[src/rtl/instr_encoder_loader.sv]
// instr_encoder_loader: accepts simple ALU/memory/branch commands, encodes
// each into an RV32I instruction word and writes it to consecutive words of
// a 256-entry instruction memory. Flow per command: IDLE -> ENC -> WR.
// Illegal commands or a full memory park the FSM in HALT until clear_i.
module instr_encoder_loader (
  input  logic        clk,
  input  logic        rst_n,
  input  logic        cmd_valid_i,
  output logic        cmd_ready_o,
  input  logic [2:0]  cmd_op_i,
  input  logic [4:0]  cmd_rd_i,
  input  logic [4:0]  cmd_rs1_i,
  input  logic [4:0]  cmd_rs2_i,
  input  logic [12:0] cmd_imm_i,
  input  logic        clear_i,
  output logic        imem_we_o,
  output logic [7:0]  imem_addr_o,
  output logic [31:0] imem_wdata_o,
  output logic        full_o,
  output logic        error_o
);

  typedef enum logic [1:0] {
    S_IDLE = 2'd0,
    S_ENC  = 2'd1,
    S_WR   = 2'd2,
    S_HALT = 2'd3
  } state_e;

  localparam logic [2:0] OP_ADD = 3'd0;
  localparam logic [2:0] OP_SUB = 3'd1;
  localparam logic [2:0] OP_OR  = 3'd2;
  localparam logic [2:0] OP_AND = 3'd3;
  localparam logic [2:0] OP_LW  = 3'd4;
  localparam logic [2:0] OP_SW  = 3'd5;
  localparam logic [2:0] OP_BEQ = 3'd6;

  state_e      state_q;
  logic        cmd_ready_q;
  logic [2:0]  op_q;
  logic [4:0]  rd_q;
  logic [4:0]  rs1_q;
  logic [4:0]  rs2_q;
  logic [12:0] imm_q;
  logic [31:0] enc_q;
  logic [7:0]  ptr_q;
  logic        imem_we_q;
  logic [7:0]  imem_addr_q;
  logic [31:0] imem_wdata_q;
  logic        full_q;
  logic        error_q;

  logic [31:0] enc_d;
  logic        illegal_d;

  // Build the RV32I word for a command; illegal ops encode to zero.
  function automatic logic [31:0] encode_instr(
    input logic [2:0]  op,
    input logic [4:0]  rd,
    input logic [4:0]  rs1,
    input logic [4:0]  rs2,
    input logic [12:0] imm
  );
    logic [31:0] w;
    w = 32'h0000_0000;
    case (op)
      OP_ADD:  w = {7'b0000000, rs2, rs1, 3'b000, rd, 7'b0110011};
      OP_SUB:  w = {7'b0100000, rs2, rs1, 3'b000, rd, 7'b0110011};
      OP_OR:   w = {7'b0000000, rs2, rs1, 3'b110, rd, 7'b0110011};
      OP_AND:  w = {7'b0000000, rs2, rs1, 3'b111, rd, 7'b0110011};
      OP_LW:   w = {imm[11:0], rs1, 3'b010, rd, 7'b0000011};
      OP_SW:   w = {imm[11:5], rs2, rs1, 3'b010, imm[4:0], 7'b0100011};
      OP_BEQ:  w = {imm[12], imm[10:5], rs2, rs1, 3'b000, imm[4:1], imm[11], 7'b1100011};
      default: w = 32'h0000_0000;
    endcase
    return w;
  endfunction

  // A command is illegal for op 7, a memory offset that does not fit in
  // 12 signed bits, or an odd branch offset.
  function automatic logic check_illegal(
    input logic [2:0]  op,
    input logic [12:0] imm
  );
    logic bad;
    bad = 1'b0;
    case (op)
      OP_LW, OP_SW: bad = (imm[12] != imm[11]);
      OP_BEQ:       bad = imm[0];
      3'd7:         bad = 1'b1;
      default:      bad = 1'b0;
    endcase
    return bad;
  endfunction

  // Encode and validate the latched command.
  always_comb begin
    enc_d     = encode_instr(op_q, rd_q, rs1_q, rs2_q, imm_q);
    illegal_d = check_illegal(op_q, imm_q);
  end

  // Control FSM with all outputs registered; clear_i overrides everything.
  always_ff @(posedge clk or negedge rst_n) begin
    if (!rst_n) begin
      state_q      <= S_IDLE;
      cmd_ready_q  <= 1'b0;
      op_q         <= 3'd0;
      rd_q         <= 5'd0;
      rs1_q        <= 5'd0;
      rs2_q        <= 5'd0;
      imm_q        <= 13'd0;
      enc_q        <= 32'h0000_0000;
      ptr_q        <= 8'd0;
      imem_we_q    <= 1'b0;
      imem_addr_q  <= 8'd0;
      imem_wdata_q <= 32'h0000_0000;
      full_q       <= 1'b0;
      error_q      <= 1'b0;
    end else if (clear_i) begin
      state_q     <= S_IDLE;
      cmd_ready_q <= 1'b1;
      ptr_q       <= 8'd0;
      imem_we_q   <= 1'b0;
      full_q      <= 1'b0;
      error_q     <= 1'b0;
    end else begin
      imem_we_q <= 1'b0;
      case (state_q)
        S_IDLE: begin
          if (cmd_valid_i && cmd_ready_q) begin
            op_q        <= cmd_op_i;
            rd_q        <= cmd_rd_i;
            rs1_q       <= cmd_rs1_i;
            rs2_q       <= cmd_rs2_i;
            imm_q       <= cmd_imm_i;
            cmd_ready_q <= 1'b0;
            state_q     <= S_ENC;
          end else begin
            // First edge after reset release raises ready here.
            cmd_ready_q <= 1'b1;
          end
        end
        S_ENC: begin
          enc_q <= enc_d;
          if (illegal_d) begin
            error_q <= 1'b1;
            state_q <= S_HALT;
          end else begin
            state_q <= S_WR;
          end
        end
        S_WR: begin
          imem_we_q    <= 1'b1;
          imem_addr_q  <= ptr_q;
          imem_wdata_q <= enc_q;
          if (ptr_q == 8'd255) begin
            // Last word written: pointer stays at 255.
            full_q  <= 1'b1;
            state_q <= S_HALT;
          end else begin
            ptr_q       <= ptr_q + 8'd1;
            cmd_ready_q <= 1'b1;
            state_q     <= S_IDLE;
          end
        end
        S_HALT: begin
          cmd_ready_q <= 1'b0;
        end
        default: begin
          cmd_ready_q <= 1'b0;
          state_q     <= S_IDLE;
        end
      endcase
    end
  end

  assign cmd_ready_o  = cmd_ready_q;
  assign imem_we_o    = imem_we_q;
  assign imem_addr_o  = imem_addr_q;
  assign imem_wdata_o = imem_wdata_q;
  assign full_o       = full_q;
  assign error_o      = error_q;

endmodule

[config.mk]
export PLATFORM = sky130hd
export DESIGN_NAME = instr_encoder_loader
export DESIGN_NICKNAME = d
export VERILOG_FILES = /design/src/rtl/instr_encoder_loader.sv
export SDC_FILE = /design/constraint.sdc
export NUM_CORES = 1
export LEC_CHECK = 0
export CORE_MARGIN = 1
export CORE_UTILIZATION = 45
export CTS_CLUSTER_SIZE = 12
export DETAILED_ROUTE_END_ITERATION = 16
export PLACE_DENSITY = 0.7
export SETUP_SLACK_MARGIN = 0.02
export SYNTH_ARGS = -nofsm -noshare
export SYNTH_HDL_FRONTEND = slang
export SYNTH_SLANG_ARGS = --single-unit
export TNS_END_PERCENT = 20
[constraint.sdc]
create_clock -name clk -period 2 [get_ports clk]
set_clock_uncertainty 0.15 [all_clocks]
set_input_delay 0.4 -clock clk [delete_from_list [all_inputs] [get_ports clk]]
set_output_delay 0.4 -clock clk [all_outputs]
set_load 0.02 [all_outputs]
==> summary by stage <==
Run status
The run finished with clean final reports.

Setup path
Data on the critical path arrives at its endpoint at 1360 ps. The worst setup path is launched from a flop. STA classifies the critical path endpoint as an output port. The largest fanout of any net on the critical path is 2. The worst setup path is of the reg2out kind.

The number of buffer and inverter instances along the worst setup path is 1. At the worst endpoint, the required time is 1450 ps. The critical path goes through clkdlybuf4s50_1. The kind of cell adding the most delay to the critical path is buffers and inverters. On the critical path, the stage with the largest delay is an instance of sky130_fd_sc_hd__clkdlybuf4s50_1. The peak per-stage delay on the critical path is just over 600 ps.

STA
The smallest hold slack is ~330 ps. The worst slew slack as a fraction of its limit is 0.623. After layout, the minimum clock period comes to 1910 ps. The maximum clock rate is 0.522 GHz.

The final critical-path setup slack is 85.7 ps. The number of hold violations in the final report is 0. For the pin with the worst max-slew slack, the measured transition is 563 ps.

Setup violations remaining at the end of the flow were counted as 0. Setup repair after global routing left no endpoint under its margin. The final count of pins violating max slew is 0. Dividing the final minimum period by the clock period gives 0.957.

Clock network
The sink count of the clock tree is 111. The clock tree synthesis step divided the H-tree into 3 levels. The clock tree root driver cell is sky130_fd_sc_hd__clkbuf_8. Clock-pin slew was measured on the worst setup and hold paths at 110 ps. The number of clock buffers added by TritonCTS is 9. The TritonCTS clock tree is done.

The later pin in the worst-skew pair is clocked with a latency of 380 ps. No sink is reached through more buffers than the 2 on the longest clock path. The number of buffers inserted by post-CTS setup repair is 0.

Run
Across the run, the number of max-cap violations was 0.

Global route
The first global-routing pass estimated 15000 microns of wire. The via count of the first global-routing pass is 3041. The global routing usage summed across all routing layers is 0.189. Entering global routing, the biggest net connects 44 pins.

The initial antenna violation count is 0. Global routing finished with a remaining overflow of 0.

Power
For this design the static power due to leakage is 2.67 nW. In this run the power density over the cells is 1300 nW/um^2. VDD sags by at most 0.616 mV.

Logic synthesis
Yosys attributes the largest share of cell area to sky130_fd_sc_hd__dfrtp_1 (60%), sky130_fd_sc_hd__mux2_2 (16%), sky130_fd_sc_hd__a22o_1 (2.1%). The post-synth design cell area is 4610 sq um. After synthesis the netlist holds a flip-flop and latch count of 111. For this run, the register share of the synthesized area comes to 0.602.

The number of warnings reported in the yosys synthesis log is 0. The share of the synthesized area in the top cell type is 0.602. The average footprint of a synthesized cell is 13.1 sq um. In the synthesized netlist the async set-or-reset flop fraction comes to 1.00.

The most instantiated library cell after synthesis is sky130_fd_sc_hd__dfrtp_1. The number of different library cells in the post-synthesis netlist is 48. Among all flip-flop cells after synthesis, the most frequent one is sky130_fd_sc_hd__dfrtp_1. The leading area contributor after synthesis is sky130_fd_sc_hd__dfrtp_1. In the synthesized netlist, the cells that appear most often are sky130_fd_sc_hd__dfrtp_1 (111), sky130_fd_sc_hd__mux2_2 (67), sky130_fd_sc_hd__nand2_1 (21). The number of enable-type register cells in the synthesized netlist is 0. The post-synthesis instance total is approximately 350.

Die
The floorplan step defined a die boundary enclosing 10700 sq um. Measured along the x axis, the die boundary spans 103 microns. For this configuration, the core starts out at a cell density of 0.468.

The floorplan step defined a core boundary enclosing 9860 sq um. The I/O pin total is 79. Measured along the y axis, the die boundary spans 103 microns. The number of standard-cell rows in the floorplan is 36.

Placed design
The sum of net half-perimeters after detailed placement is 6640 microns. Timing analysis after detailed placement gives a worst setup slack of -118 ps. The final weighted congestion in routability-driven placement is 0.795. The count of input and output buffers is 76.

Drt
The number of DRC markers in iteration 0 is 98. Before antenna repair, the detailed router went through 5 iterations. The number of antenna-violating nets in the routed design is 0. After detailed routing, the number of vias per cell comes to 5.37.

The routed wire length is 9210 microns. The post-route DRC violation count is 0. In the final routed layout, each cell accounts on average for 16.0 microns. The detailed-route via count is 3101.

Final layout
The area growth from synthesis to layout is 27.2%. In the final layout, the share of cells above drive strength 1 is 0.259. The layout net count is 478. The repair_antennas step left the layout with diodes totalling 0. The count of fill cells added during filler insertion is 771.

Worst hold path
The kind of path behind the tightest hold check is reg2reg.
==> sequential cells by signal (all words and copies together), names as in the netlist <==
name and flops:
imem_we_o 1, op_q 3, rs1_q 5, rs2_q 5, imem_wdata_o 29, imm_q 13, ptr_q 8, rd_q 5
enc_q 29, imem_addr_o 8, error_o 1, full_o 1, cmd_ready_o 1, state_q 2
==> through the flow <==
stage | instance area (sq um) | setup TNS [ps] | utilization | total power [mW] | instances
6_report | 5870 | 0 | 0.595 | 7.64 | 577
3_5_place_dp | 5640 | -4880 | 0.572 | 6.32 | 560
2_1_floorplan | 4620 | 0 | - | 5.21 | 352
4_1_cts | 5850 | 0 | 0.593 | 7.68 | 577
3_3_place_gp | 5640 | -4320 | 0.572 | 6.20 | 560
5_1_grt | 5870 | 0 | 0.595 | 8.13 | 577
==> placed cells by master (no fill, tap or decap), drive strengths merged, types with 2 or more instances in the layout <==
master and instances:
dfrtp 111, nand2 21, o211ai 2, o31ai 4
nand2b 9, mux2 68, a21o 2, nand4 2
a31oi 3, xnor2 2, o21ai 13, inv 18
a221oi 4, conb 2, buf 21, clkdlybuf4s50 74
nand3 9, nor2 12, nor3 6, a222oi 5
a22o 11, a211oi 2, o2111ai 2, a21oi 8
ha 4, clkinv 2, clkbuf 10
==> what timing repair did <==
| item | 4_1_cts | 5_1_grt |
|---|---|---|
| endpoints found under the setup margin | 1 | 10 |
| hold buffers | 1 | 0 |
| endpoints found under the hold margin | 32 | 0 |
| resized for setup | 1 | 3 |
| gates cloned | 0 | 0 |
==> metal layers <==
layer  up-vias  share of wire  GRT usage
met5         -              0          0
met4         0          0.017     0.0683
met3         8          0.038     0.0370
met2        64           0.49      0.298
met1      1589           0.45      0.263
li1       1440              -          -
==> report_power, final <==
group | internal, mW | total [mW] | switching [mW]
logic | 1.44 | 2.62 | 1.19
clock network | 0.603 | 1.38 | 0.778
registers | 3.04 | 3.63 | 0.587
==> cell type report <==
type,instances,area (sq um),share of cell area
repair buffers,97,980,0.167
well taps,133,166,0.0284
inverters,15,56.3,0.00960
clock buffers,10,128,0.0218
multi-input cells,205,1680,0.287
clock inverters,6,76.3,0.0130
flip-flops and latches,111,2780,0.474
==> worst paths after layout <==
check                           start        endpoint  slack (ps)  cells after the start
max                           error_o         error_o          90                      1
min                         enc_q[12]       enc_q[12]         330                      2
max in group asynchronous       rst_n       enc_q[11]         760                      3
max reg2reg                state_q[1]       enc_q[17]         160                      7
min reg2reg                 enc_q[12]       enc_q[12]         330                      2
min in group asynchronous       rst_n  imem_addr_o[1]         360                      2
==> logic make-up (layout without fill, tap and decap cells) <==
logic type	Yosys count	count (layout)	share of synthesized area
AOI/OAI and AO/OA	64	64	0.104
other	1	2	0.000813
muxes	69	69	0.169
buffers and inverters	36	128	0.0369
adders and majority gates	4	4	0.0109
xor gates and xnor gates	3	3	0.00570
and+or+nand+nor	63	63	0.0708
DFF	111	111	0.602
(Power assumes the default switching activity.)
